`src/rtl/mem_writer.sv`:
```
// mem_writer: streams result lines into a host buffer over CCI-P channel 1.
//
// A job is launched by a one-cycle start while the buffer address is
// programmed. Each accepted result line becomes exactly one channel-1 write
// request on the following cycle, tagged with its line index. The number of
// un-acknowledged writes is capped at MAX_OUTSTANDING. The job finishes once
// every line has been issued and acknowledged, which raises a one-cycle done.
//
// Ports
//   clk            : clock, all logic on the rising edge
//   rst            : asynchronous active-high reset
//   buffer_addr    : host byte address of the result buffer (0 = unprogrammed)
//   start          : one-cycle job request, honoured only in IDLE
//   num_lines      : number of 64-byte lines in the job
//   wr_data_valid  : result line on wr_data is valid
//   wr_data        : result line payload
//   wr_data_ready  : line accepted this cycle (combinational)
//   c1_almost_full : CCI-P channel-1 back-pressure
//   c1_tx_valid    : channel-1 write request valid
//   c1_tx_addr     : cache-line address of the write
//   c1_tx_data     : write payload
//   c1_tx_mdata    : request tag (line index)
//   c1_rx_valid    : channel-1 write response, one line acknowledged
//   busy           : high whenever the FSM is outside IDLE
//   done           : one-cycle job-complete pulse
//   lines_written  : acknowledged lines in the current or last job
module mem_writer #(
    parameter int unsigned MAX_OUTSTANDING = 16
) (
    input  logic         clk,
    input  logic         rst,
    input  logic [63:0]  buffer_addr,
    input  logic         start,
    input  logic [15:0]  num_lines,
    input  logic         wr_data_valid,
    input  logic [511:0] wr_data,
    output logic         wr_data_ready,
    input  logic         c1_almost_full,
    output logic         c1_tx_valid,
    output logic [41:0]  c1_tx_addr,
    output logic [511:0] c1_tx_data,
    output logic [15:0]  c1_tx_mdata,
    input  logic         c1_rx_valid,
    output logic         busy,
    output logic         done,
    output logic [15:0]  lines_written
);

    localparam int unsigned LINE_W = 16;
    localparam int unsigned ADDR_W = 42;
    localparam int unsigned DATA_W = 512;
    // One extra bit so the counter can hold MAX_OUTSTANDING itself.
    localparam int unsigned OUT_W  = $clog2(MAX_OUTSTANDING) + 1;

    typedef enum logic [1:0] {
        IDLE  = 2'd0,
        WRITE = 2'd1,
        DRAIN = 2'd2,
        DONE  = 2'd3
    } state_t;

    state_t              state;
    logic [ADDR_W-1:0]   base;
    logic [LINE_W-1:0]   total;
    logic [LINE_W-1:0]   issued;
    logic [OUT_W-1:0]    outstanding;
    logic                accept;
    logic                rsp_take;

    // Acceptance gate: back-pressure, credit limit and remaining lines.
    assign wr_data_ready = (state == WRITE)
                        && !c1_almost_full
                        && (outstanding < OUT_W'(MAX_OUTSTANDING))
                        && (issued < total);

    assign accept = wr_data_valid && wr_data_ready;

    // A response with nothing outstanding is stale (e.g. from an aborted job).
    assign rsp_take = c1_rx_valid && (outstanding != '0);

    // Job FSM, request register and counters.
    always_ff @(posedge clk or posedge rst) begin
        if (rst) begin
            state         <= IDLE;
            base          <= '0;
            total         <= '0;
            issued        <= '0;
            outstanding   <= '0;
            lines_written <= '0;
            c1_tx_valid   <= 1'b0;
            c1_tx_addr    <= '0;
            c1_tx_data    <= '0;
            c1_tx_mdata   <= '0;
            busy          <= 1'b0;
            done          <= 1'b0;
        end else begin
            done        <= 1'b0;
            c1_tx_valid <= accept;

            // Register the accepted line as next cycle's write request.
            if (accept) begin
                c1_tx_addr  <= base + ADDR_W'(issued);
                c1_tx_data  <= DATA_W'(wr_data);
                c1_tx_mdata <= issued;
                issued      <= issued + LINE_W'(1);
            end

            // A simultaneous accept and response cancel out.
            case ({accept, rsp_take})
                2'b10:   outstanding <= outstanding + OUT_W'(1);
                2'b01:   outstanding <= outstanding - OUT_W'(1);
                default: outstanding <= outstanding;
            endcase

            if (rsp_take) begin
                lines_written <= lines_written + LINE_W'(1);
            end

            case (state)
                IDLE: begin
                    if (start && (buffer_addr != '0)) begin
                        base          <= buffer_addr[47:6];
                        total         <= num_lines;
                        issued        <= '0;
                        outstanding   <= '0;
                        lines_written <= '0;
                        busy          <= 1'b1;
                        state         <= (num_lines == '0) ? DONE : WRITE;
                    end
                end
                WRITE: begin
                    if (issued == total) begin
                        state <= DRAIN;
                    end
                end
                DRAIN: begin
                    if ((outstanding == '0) && !c1_tx_valid) begin
                        state <= DONE;
                    end
                end
                DONE: begin
                    done  <= 1'b1;
                    busy  <= 1'b0;
                    state <= IDLE;
                end
                default: begin
                    busy  <= 1'b0;
                    state <= IDLE;
                end
            endcase
        end
    end

endmodule

```
`config.mk`:
```
export PLATFORM = sky130hd
export DESIGN_NAME = mem_writer
export DESIGN_NICKNAME = d
export VERILOG_FILES = /design/src/rtl/mem_writer.sv
export SDC_FILE = /design/constraint.sdc
export NUM_CORES = 2
export LEC_CHECK = 0
export ABC_AREA = 1
export CAP_MARGIN = 10
export CORE_AREA = 3 3 457 459
export DETAILED_ROUTE_END_ITERATION = 12
export DIE_AREA = 0 0 460 462
export HOLD_SLACK_MARGIN = 0.12
export SLEW_MARGIN = 0
export SYNTH_ARGS = -nofsm -noshare
export SYNTH_HDL_FRONTEND = slang
export SYNTH_SLANG_ARGS = --single-unit
export TNS_END_PERCENT = 10
```
`constraint.sdc`:
```
create_clock -name clk -period 28.5 [get_ports clk]
set_clock_uncertainty 0.2 [all_clocks]
set_input_delay 7.125 -clock clk [delete_from_list [all_inputs] [get_ports clk]]
set_output_delay 7.125 -clock clk [all_outputs]
set_load 0.01 [all_outputs]
```
==> results.ini <==
[sta]
fin_crit_sh = 0.5748
fmax_mhz = 61.04
finalHoldViolCount = 0
tns_ns = 0
hold_slack_ns = 0.2734
min_period_ns = 16.38
setup_violations = 0
worstMarginPinSlew_ns = 1.206
max_slew_margin = 0.1961
final.setup.worst_slack_ns = 12.12
rsz0062_at_grt = false
maxSlewViolCount = 0

[global_routing]
grt_use_total = 0.1438
grt_overflow = 0
grt_start_max_net_pins = 163
grt_antenna_before_repair = 101
grt_pass1_wl_um = 214900
grt_pass1_vias = 27360

[worst_hold_path]
hold_path_class = reg2reg
worstHoldStart = c1_tx_data[320]
whs_path_depth = 2
min_delay_worst_endpoint = c1_tx_data[320]

[clock_tree]
path_clk_slew_ns = 0.05
cts.sinks = 670
htreeDepth = 3
cts_hold_buffers = 0
cts_buffers = 85
post_cts_buffers = 0
cts_tree = yes
clkLatencyLatePin_ns = 0.70
cts.repair.resized = 0
clock_path_buffers = 3
root_buffer = clkbuf_16

[synthesis]
netlist_area_mm2 = 0.02864
synth.distinct_cells = 34
synth_top_area_frac = 0.5854
yosysTopAreaCell = dfrtp_1
yosys_warnings = 0
ys_seq_elements = 670
ys_seq_area_frac = 0.5854
yosys-top-cells-area = dfrtp_1 (59%), nand2_1 (27%), inv_1 (2.1%), buf_2 (2.0%), ha_1 (1.9%)
synthCells = 3503
synth.avg_cell_area_um2 = 8.175
syn_nets = 4146

[power_and_ir_drop]
ir_worst_vdd_mv = 0.05747
p_leak_uw = 0.02174
p_per_area_mw_per_mm2 = 105.3

[flow_run]
maxCapViolCount = 0

[final_layout]
seq_area_mm2 = 0.01677
final_common_cell = nand2_1
area_delta_synth_final_pct = 61.19
final_net_count = 5294
layout-drive-gt1-share = 0.03434
fillers = 22440
multi_input_area_mm2 = 0.01051
final_cell_mix = nand2_1 (2049), clkdlybuf4s50_1 (1187), dfrtp_1 (670)
fin_area_mm2 = 0.04616

[critical_path]
cp-start-kind = input port
cp.required_ns = 21.17
criticalPathCategory = in2out
ff2ff_path_depth = 12
rrSetupSlack_ns = 23.56
cp_data_arrival_time_ns = 9.06
reg2reg_to = c1_tx_data[33]
crit_fanout = 8
critPathCaptureType = output pin
worst_r2r_startpoint = issued[14]

[detailed_routing]
drtAntennaViolNets = 0
wire_per_inst_um = 21.69
drt_wl_total_um = 161200
initialDrtViolationCount = 2148
vias_per_cell = 3.762
dr.pass1.iters = 5
vias = 27970
drc = 0

[floorplanning]
pin_count = 1188
die_area_mm2 = 0.2125
fp.coreArea_mm2 = 0.2048
initial_core_util = 0.1398
die_height_um = 462
die_w_um = 460
num_rows = 166

[placed_design]
dp_slack_ns = 12.09
placed_area_mm2 = 0.04333
port_buffers = 1187
hpwl_um = 130900
gp_congestion = 0.8741

[status]
status = completed

stage by stage:
| step | util | power, µW | instances |
|---|---|---|---|
| after floorplan | - | 2466 | 3503 |
| after global placement | 0.2116 | 3805 | 7252 |
| after detailed placement | 0.2116 | 3829 | 7252 |
| after CTS | 0.2251 | 4963 | 7406 |
| after global routing | 0.2253 | 5189 | 7424 |
| final | 0.2254 | 4859 | 7435 |
kinds of logic after synthesis:
family,count (synthesis),synth area share
compound gates,118,0.02176
xor+xnor,37,0.01132
fa+ha+maj,45,0.02018
buf+inv,310,0.04775
flops,670,0.5854
simple gates,2323,0.3136
routing by layer:
layer / part of all wire / wire length (µm) / GRT usage / vias to the layer above
li1: - / - / - / 13060
met1: 0.36 / 58440 / 0.1560 / 13230
met2: 0.46 / 73670 / 0.2277 / 1305
met3: 0.13 / 21200 / 0.07867 / 299
met4: 0.046 / 7471 / 0.06943 / 72
met5: 0.0029 / 471 / 0 / -
cells in the mapped netlist, drive strengths merged:
library cell	instances
nand2	2050
a21oi	20
o21a	1
fa	2
o211ai	6
or2	5
and2	2
nor2	127
ha	43
clkbuf	19
dfrtp	670
nor4	3
nand3	73
nand4	25
a21o	3
xor2	23
inv	163
o21bai	2
o21ai	84
and3	1
xnor2	14
nor3b	4
nor3	31
nand3b	2
o22ai	1
a31oi	1
buf	128
where the power goes:
part	switching [µW]	internal, µW
clock network	462	624
logic	1140	973
registers	289	1370
worst max-delay path, cell delays in order:
cell	delay, ns
clkdlybuf4s50_1	0.42
nor2_1	0.18
nand4_1	0.12
nor2_1	0.15
nand2_1	0.13
inv_2	0.17
nand2_1	0.14
inv_1	0.09
clkdlybuf4s50_1	0.53
area by class of cell:
type,instances,area share
flip-flops and latches,670,0.3632
repair buffers,1208,0.2613
multi-input cells,2523,0.2277
well taps,2688,0.07286
clock buffers,125,0.05285
inverters,163,0.01358
clock inverters,29,0.006857
diodes,29,0.001572
flip-flops by register name, summed over array words and instances, names as in the netlist, 2 cells and up:
signal,cells
c1_tx_mdata,16
c1_tx_data,512
outstanding,5
lines_written,16
state,2
total,16
c1_tx_addr,42
issued,16
base,42
worst max-delay path by stage:
| stage | from | end | slack [ns] | cells after the start |
|---|---|---|---|---|
| after floorplan | rst | base[0] | 2.40 | 1 |
| after global placement | c1_almost_full | wr_data_ready | 11.90 | 9 |
| after detailed placement | c1_almost_full | wr_data_ready | 12.09 | 9 |
| after CTS | c1_almost_full | wr_data_ready | 12.07 | 9 |
| after global routing | c1_almost_full | wr_data_ready | 12.01 | 9 |
| final | c1_almost_full | wr_data_ready | 12.12 | 9 |
Note: power is estimated with default switching activity, not from simulation.
